==> src/rtl/frame_receiver_if.sv <==
// Word stream from the FIFO read side into frame_receiver, plus its payload,
// per-frame status and statistics outputs.
interface frame_receiver_if;
  logic        data_2_valid;
  logic [15:0] data_2;
  logic        pl_valid;
  logic [15:0] pl_data;
  logic        frame_done;
  logic        frame_ok;
  logic [1:0]  err_code;
  logic [15:0] ok_count;
  logic [15:0] err_count;
  logic [15:0] drop_count;

  modport master (
    output data_2_valid, data_2,
    input  pl_valid, pl_data, frame_done, frame_ok, err_code,
    input  ok_count, err_count, drop_count
  );

  modport slave (
    input  data_2_valid, data_2,
    output pl_valid, pl_data, frame_done, frame_ok, err_code,
    output ok_count, err_count, drop_count
  );
endinterface

==> src/rtl/frame_receiver.sv <==
// Frame delineator on the FIFO read side: header / payload / checksum, with
// payload forwarding, per-frame status and saturating statistics.
//
// state   | meaning
// --------+-----------------------------------------------------------
// HUNT    | discarding words until a legal header arrives
// PAYLOAD | forwarding payload words, accumulating the checksum
// CHECK   | waiting for the checksum word
module frame_receiver #(
  parameter int          MAX_LEN = 64,
  parameter int          TIMEOUT = 255,
  parameter logic [7:0]  SYNC    = 8'hA5
) (
  input  logic            clk_2,
  input  logic            reset,
  frame_receiver_if.slave fr
);

  localparam logic [7:0]  MAX_LEN_W = 8'(MAX_LEN);
  // Idle timer is a down-counter; zero on an idle cycle means TIMEOUT idle cycles elapsed.
  localparam logic [15:0] IDLE_LOAD = 16'(TIMEOUT - 1);

  typedef enum logic [1:0] {
    HUNT    = 2'd0,
    PAYLOAD = 2'd1,
    CHECK   = 2'd2
  } state_t;

  state_t      state_q, state_d;
  logic [7:0]  remaining_q;
  logic [15:0] sum_q;
  logic [15:0] idle_q;

  logic hdr_legal;
  logic sum_match;
  logic hdr_take;
  logic pl_take;
  logic chk_take;
  logic drop_take;
  logic timeout_hit;
  logic idle_dec;

  function automatic logic [15:0] sat_inc(input logic [15:0] v);
    return (v == 16'hFFFF) ? v : v + 16'd1;
  endfunction

  assign hdr_legal = (fr.data_2[15:8] == SYNC) &&
                     (fr.data_2[7:0] != 8'd0) &&
                     (fr.data_2[7:0] <= MAX_LEN_W);
  assign sum_match = (fr.data_2 == sum_q);

  always_ff @(posedge clk_2 or negedge reset) begin
    if (!reset) begin
      state_q <= HUNT;
    end else begin
      state_q <= state_d;
    end
  end

  always_comb begin
    state_d     = state_q;
    hdr_take    = 1'b0;
    pl_take     = 1'b0;
    chk_take    = 1'b0;
    drop_take   = 1'b0;
    timeout_hit = 1'b0;
    idle_dec    = 1'b0;
    case (state_q)
      HUNT: begin
        if (fr.data_2_valid) begin
          if (hdr_legal) begin
            hdr_take = 1'b1;
            state_d  = PAYLOAD;
          end else begin
            drop_take = 1'b1;
          end
        end
      end
      PAYLOAD: begin
        if (fr.data_2_valid) begin
          pl_take = 1'b1;
          if (remaining_q == 8'd1) begin
            state_d = CHECK;
          end
        end else if (idle_q == 16'd0) begin
          timeout_hit = 1'b1;
          state_d     = HUNT;
        end else begin
          idle_dec = 1'b1;
        end
      end
      CHECK: begin
        if (fr.data_2_valid) begin
          chk_take = 1'b1;
          state_d  = HUNT;
        end else if (idle_q == 16'd0) begin
          timeout_hit = 1'b1;
          state_d     = HUNT;
        end else begin
          idle_dec = 1'b1;
        end
      end
      default: begin
        state_d = HUNT;
      end
    endcase
  end

  always_ff @(posedge clk_2 or negedge reset) begin
    if (!reset) begin
      remaining_q   <= 8'd0;
      sum_q         <= 16'd0;
      idle_q        <= 16'd0;
      fr.pl_valid   <= 1'b0;
      fr.pl_data    <= 16'd0;
      fr.frame_done <= 1'b0;
      fr.frame_ok   <= 1'b0;
      fr.err_code   <= 2'b00;
      fr.ok_count   <= 16'd0;
      fr.err_count  <= 16'd0;
      fr.drop_count <= 16'd0;
    end else begin
      fr.pl_valid   <= pl_take;
      fr.frame_done <= chk_take | timeout_hit;

      if (hdr_take) begin
        remaining_q <= fr.data_2[7:0];
        sum_q       <= fr.data_2;
      end

      if (pl_take) begin
        remaining_q <= remaining_q - 8'd1;
        sum_q       <= sum_q + fr.data_2;
        fr.pl_data  <= fr.data_2;
      end

      if (hdr_take || pl_take || chk_take) begin
        idle_q <= IDLE_LOAD;
      end else if (idle_dec) begin
        idle_q <= idle_q - 16'd1;
      end

      if (chk_take) begin
        fr.frame_ok <= sum_match;
        if (sum_match) begin
          fr.err_code <= 2'b00;
          fr.ok_count <= sat_inc(fr.ok_count);
        end else begin
          fr.err_code  <= 2'b01;
          fr.err_count <= sat_inc(fr.err_count);
        end
      end

      if (timeout_hit) begin
        fr.frame_ok  <= 1'b0;
        fr.err_code  <= 2'b10;
        fr.err_count <= sat_inc(fr.err_count);
      end

      if (drop_take) begin
        fr.drop_count <= sat_inc(fr.drop_count);
      end
    end
  end

endmodule
==> src/flat_wrapper.sv <==
// flat-port wrapper written by rule: the top's interface ports become plain ports
module frame_receiver_flat 
#(
  parameter int          MAX_LEN = 64,
  parameter int          TIMEOUT = 255,
  parameter logic [7:0]  SYNC    = 8'hA5
)
  (clk_2, reset, fr_data_2_valid, fr_data_2, fr_pl_valid, fr_pl_data, fr_frame_done, fr_frame_ok, fr_err_code, fr_ok_count, fr_err_count, fr_drop_count);
  frame_receiver_if fr_i ();
  input  logic clk_2;
  input  logic reset;
  input wire logic [$bits(fr_i.data_2_valid)-1:0] fr_data_2_valid;
  input wire logic [$bits(fr_i.data_2)-1:0] fr_data_2;
  output wire logic [$bits(fr_i.pl_valid)-1:0] fr_pl_valid;
  output wire logic [$bits(fr_i.pl_data)-1:0] fr_pl_data;
  output wire logic [$bits(fr_i.frame_done)-1:0] fr_frame_done;
  output wire logic [$bits(fr_i.frame_ok)-1:0] fr_frame_ok;
  output wire logic [$bits(fr_i.err_code)-1:0] fr_err_code;
  output wire logic [$bits(fr_i.ok_count)-1:0] fr_ok_count;
  output wire logic [$bits(fr_i.err_count)-1:0] fr_err_count;
  output wire logic [$bits(fr_i.drop_count)-1:0] fr_drop_count;
  assign fr_i.data_2_valid = fr_data_2_valid;
  assign fr_i.data_2 = fr_data_2;
  assign fr_pl_valid = fr_i.pl_valid;
  assign fr_pl_data = fr_i.pl_data;
  assign fr_frame_done = fr_i.frame_done;
  assign fr_frame_ok = fr_i.frame_ok;
  assign fr_err_code = fr_i.err_code;
  assign fr_ok_count = fr_i.ok_count;
  assign fr_err_count = fr_i.err_count;
  assign fr_drop_count = fr_i.drop_count;
  frame_receiver #(.MAX_LEN(MAX_LEN), .TIMEOUT(TIMEOUT), .SYNC(SYNC)) u_core (.clk_2(clk_2), .reset(reset), .fr(fr_i));
endmodule
==> config.mk <==
export PLATFORM = sky130hd
export DESIGN_NAME = frame_receiver_flat
export DESIGN_NICKNAME = d
export VERILOG_FILES = /design/src/rtl/frame_receiver_if.sv /design/src/rtl/frame_receiver.sv /design/src/flat_wrapper.sv
export SDC_FILE = /design/constraint.sdc
export NUM_CORES = 1
export LEC_CHECK = 0
export ABC_AREA = 1
export CAP_MARGIN = 20
export CORE_MARGIN = 2
export CORE_UTILIZATION = 51
export DETAILED_ROUTE_END_ITERATION = 16
export MAX_ROUTING_LAYER = met4
export PLACE_DENSITY = 0.74
export SLEW_MARGIN = 20
export SYNTH_ARGS = -nofsm -noshare
export SYNTH_HDL_FRONTEND = slang
export SYNTH_SLANG_ARGS = --single-unit
==> constraint.sdc <==
create_clock -name clk_2 -period 4.5 [get_ports clk_2]
set_input_delay 0.45 -clock clk_2 [delete_from_list [all_inputs] [get_ports clk_2]]
set_output_delay 0.45 -clock clk_2 [all_outputs]
set_load 0.005 [all_outputs]
Word-level counts from Yosys, hierarchy flattened
Index checks and enable logic that the tools add are counted.
Storage, ports and cells
  bits of input ports: 19
  flip-flop bits (word level): 111
  output and inout bits: 69
Operators by class
  bitwise logic cells: 3
  equality and inequality tests: 12
  magnitude comparators: 1
  multiplexer cells: 37
  add/sub/neg operators: 6
  reductions and logical operators: 15
Operators with widths (count)
  $mux W16: 8
  $add A16 B1 Y16 const B: 3
  $eq A16 B16 Y1 const B: 3
  $mux W1: 18
  $add A16 B16 Y16: 1
  $eq A16 B16 Y1: 1
  $logic_not A16 Y1: 1
  $mux W2: 8
  $mux W8: 2
  $sub A16 B1 Y16 const B: 1
  $eq A8 B1 Y1 const B: 1
  $eq A8 B8 Y1 const B: 1
  $le A8 B7 Y1 const B: 1
  $reduce_bool A8 Y1: 1
  $sub A8 B1 Y8 const B: 1
  $pmux W2 S3: 1
  $reduce_and A3 Y1: 2
  $reduce_bool A2 Y1: 3
  $ne A2 B2 Y1 const B: 2
  $reduce_and A2 Y1: 2
  $ne A3 B2 Y1 const B: 1
  $eq A2 B1 Y1 const B: 1
  $eq A2 B2 Y1 const B: 1
  $logic_and A1 B1 Y1: 2
  6 further kinds: 8

Depth between registers and ports, before layout
  word-level depth: 9
  gate-level depth with buffers: 12

Worst setup path before layout
Ideal clock, no wire load.
  path kind: input to register
  start point: input fr_data_2[0]
  end point: register u_core.sum_q[4]
  path buffers: 0
  setup slack: 2.666 ns
  data required time: 4.374 ns
  arrival: 1.707 ns
  stages: 7
  cell sequence: ha_1 fa_1 nand3_1 nand3_1 or2_2 nand3_1 nand3_1
Between the ends
  cells in the longest elaborated chain, start to end: 7
  elaborated cells on any way between the ends: 10
Ends and longest elaborated chain
  from (decl): line flat_wrapper.sv:13  | input wire logic [$bits(fr_i.data_2)-1:0] fr_data_2;
  branches (longest 7 deep; another with $le A8 B7 Y1)
  to (signal assigned): line frame_receiver.sv:128  | sum_q <= fr.data_2;
  to (signal assigned): line frame_receiver.sv:133  | sum_q <= sum_q + fr.data_2;
  to (decl): line frame_receiver.sv:31  | logic [15:0] sum_q;
Several ways; the timed one is not identified.
A chain may end at the register's enable or synchronous reset.

Worst setup path in the final report
  start point: register u_core.state_q[1]
  end point: register u_core.sum_q[2]
Between the ends
  cells in the longest elaborated chain, start to end: 3
  elaborated cells on any way between the ends: 6
Ends and longest elaborated chain
  from (decl): line frame_receiver.sv:29  | state_t state_q, state_d;
  from (signal assigned): line frame_receiver.sv:56  | state_q <= state_d;
  $eq A2 B1 Y1 or $logic_not A2 Y1 (tied branches): line frame_receiver.sv:68  | case (state_q)
  $mux W1: line frame_receiver.sv:68
  $mux W16 or $reduce_bool A2 Y1 (tied branches)
Several ways; a longest one is shown, not always the timed one.

==> results.md <==
- Status: finished, final reports clean
- Clk_skew: between 8 and 9 ps
- Primary FF master, synth: dfrtp_1
- # Max-Cap Violations: 0
- Critical Path Source: u_core.state_q[1]
- Dominant cells by area after synthesis: dfrtp_1 39%, nand2_1 15%, nand3_1 7.4%, inv_1 5.1%, nor2_1 5.0%
- CORE AREA: 0.0133 mm^2
- CP Data Arrival Time: 3000 ps
- Peak supply drop: 0.271 mV
- Final #Nets: 1,084
- Synth unique cells: 38
- Non-filler cells, final: approximately 1,200
- Xor-xnor portion of the synthesized cell area: 0.0671
- CTS tree: done
- Via density: approximately 5.1
- Vias in the first global route: 5,793
- Adder-Cell Fraction of Synth Area: 0.0472
- Clock latency on the worst-skew pair: 360 ps
- Post-synth EDFFs: 0
- Crit-path max FO: 59
- Num CTS Buffers: 9
- Worst Max-Slew Pin Slew: 825 ps
- Clock slew at reported path FFs: approximately 70 ps
- Count of state elements after synthesis: 111
- Num rows: 42
- CP endpoint kind: register
- Min-delay src: u_core.fr.pl_data[11]
- Remaining routing DRC violations: 0
- Final Hold Fails: 0
- WL/cell: 13.5 um
- Total number of vias: 6,262
- DIE AREA: 0.0148 mm^2
- Routed Antenna Nets: 0
- Setup bufs post-CTS: 0
- Worst setup SP type: register
- Fin crit share: 0.606
- Post-Synth Simple-Gate Area: 0.353
- Worst Path Class, Setup: register to register
- Synthesis-to-layout area growth: 17.9%
- Min Tclk post-route: 2730 ps
- LEAKAGE: ~4 nW
- Setup repair after global routing missed its margin: no
- Worst EP required: approximately 4800 ps
- DR pass1 iterations: 5
- Final WS setup: 1770 ps
- Synth Instances: 956
- Clk root buf: clkbuf_16
- Die extent in x: 122 um
- Count of final setup violators: 0
- Final count of pins violating max slew: 0
- Top cell type's share of synthesized area: 0.394
- Most common cell in the netlist: nand2_1
- Clk sinks: 111
- FF-to-FF Start: u_core.state_q[1]
- Initial Util: 0.528
- CTS Buffer Depth: 2
- Top cell type by total area after synthesis: dfrtp_1
- Hold Crit Class: register to register
- Largest family of logic cells by synthesized area: simple AND/OR/NAND/NOR gates
- ANT cells: 0
- Syn avg cell area: 7.37 um^2
- I/O Pins: 88
- DR iter-0 viols: approximately 450
- CTS H-tree depth: 3
- Slew margin rel.: 0.447
- Number of synthesis warnings: 0
- Share of post-route cells with drive strength above 1: 0.0690
- Pwr Density: 494 mW/mm^2
- Commonest cells in the netlist: 290 x nand2_1, 111 x dfrtp_1, 104 x nand3_1, 95 x inv_1, 93 x nor2_1
- Initial antenna violation count: 0
- Largest net degree at the start of global routing: 60
- Fmax: 0.367 GHz
- Post-synthesis sequential area ratio: 0.394
- Syn Std Cell Area: 0.00705 mm^2
- Die height: around 120 um
- GR Overflow Total: 0
- Setup TNS: 0 ps
- All-Layer GR Usage: 0.242
- Mapped Nets: about 1,000
- Mux cell area share after synthesis: 0
- Post-Place Worst Slack: 1500 ps
- Final Wtd Congestion: 0.911
- I/O Buffers: 87
- Synth Area in Compound Gates: 0.0634
- First-pass GRT wire length: 27,800 um
- Final core area utilization: 0.623
- DP HPWL: 12,000 um
- Total Wirelength: 16,400 um
- Synth async-reset ratio: 1.00
- Placed Cells: 1,203
## worst max-delay path: stages (launching register included)
cell	delay (ps)
dfrtp_1	420
inv_1	90
ha_1	230
nand2_2	70
buf_4	460
clkinv_1	840
nor2_1	300
nand2_1	100
o211ai_1	100
## final timing paths
| kind | end | slack (ps) | cells after the start |
|---|---|---|---|
| min | u_core.fr.pl_data[11] | 490 | 2 |
| min reg2reg | u_core.fr.pl_data[11] | 490 | 2 |
| max | u_core.sum_q[2] | 1770 | 8 |
| max in group asynchronous | u_core.fr.err_count[8] | 2920 | 3 |
| max reg2reg | u_core.sum_q[2] | 1770 | 8 |
| min in group asynchronous | u_core.fr.drop_count[0] | 540 | 2 |
## kinds of logic (layout without fill, tap and decap cells)
| family | Yosys count | in the layout |
|---|---|---|
| and+or+nand+nor | 560 | 560 |
| buffers and inverters | 125 | 212 |
| AOI/OAI and AO/OA | 80 | 80 |
| DFF | 111 | 111 |
| xor gates and xnor gates | 54 | 54 |
| adders and majority gates | 26 | 26 |
## per-layer routing
metal / share of wire / vias to the layer above / GRT usage
met2: 0.48 / 149 / 0.384
met3: 0.046 / 23 / 0.0552
met1: 0.46 / 2867 / 0.313
li1: - / 3223 / -
met5: 0 / - / -
met4: 0.015 / 0 / 0.0654
## registers in the layout, summed over array words and instances (netlist names)
register / cells
u_core.fr.drop_count: 16
u_core.fr.err_count: 16
u_core.fr.ok_count: 16
u_core.fr.pl_data: 16
u_core.idle_q: 16
u_core.sum_q: 16
u_core.remaining_q: 8
u_core.fr.err_code: 2
u_core.state_q: 2
u_core.fr.frame_done: 1
u_core.fr.frame_ok: 1
u_core.fr.pl_valid: 1
## timing repair
action | in CTS | in global routing
endpoints found under the setup margin | 0 | 0
resized for setup | 0 | 0
hold buffers | 1 | 0
endpoints found under the hold margin | 23 | 0
## placed cells by master, fill, tap and decap left out, types with 4 or more instances in the layout
master and instances:
xnor2_1 18, dfrtp_1 111, inv_2 8, nand2_2 18, o211ai_1 9, o21ai_2 4, nand4_1 9, inv_1 95
nor2_1 93, ha_1 25, o21ai_0 28, nand3_2 4, a21oi_1 23, nand3_1 104, buf_4 5, nor2_2 4
o21ai_1 12, nand2_1 289, clkbuf_16 9, clkdlybuf4s50_1 86, nor3_1 23, xor2_1 36
## final cells by class
class                      count  area [um^2]
clock buffer                  10          229
sequential                   111         2780
clock inverter                 5         33.8
tap                          176          220
inverter                     105          397
timing repair buffer          92          908
fill                        1232         5040
multi-input combinational    720         3740
## report_power, final
part | switching (mW) | leakage (nW) | internal (mW) | total [mW]
Sequential | 0.217 | 1.40 | 1.27 | 1.49
Combinational | 1.10 | 2.50 | 0.776 | 1.87
Clock | 0.373 | 0.125 | 0.373 | 0.747
Total | 1.69 | 4.02 | 2.42 | 4.11
## per-stage QoR
stage          hold WS [ps]  cell area (um^2)  total power, mW
2_1_floorplan           154              7050             2.77
3_3_place_gp            377              8040             3.33
3_5_place_dp            376              8040             3.37
4_1_cts                 493              8310             4.13
5_1_grt                 519              8310             4.47
6_report                490              8310             4.11
Power figures use the tool's default switching activity.
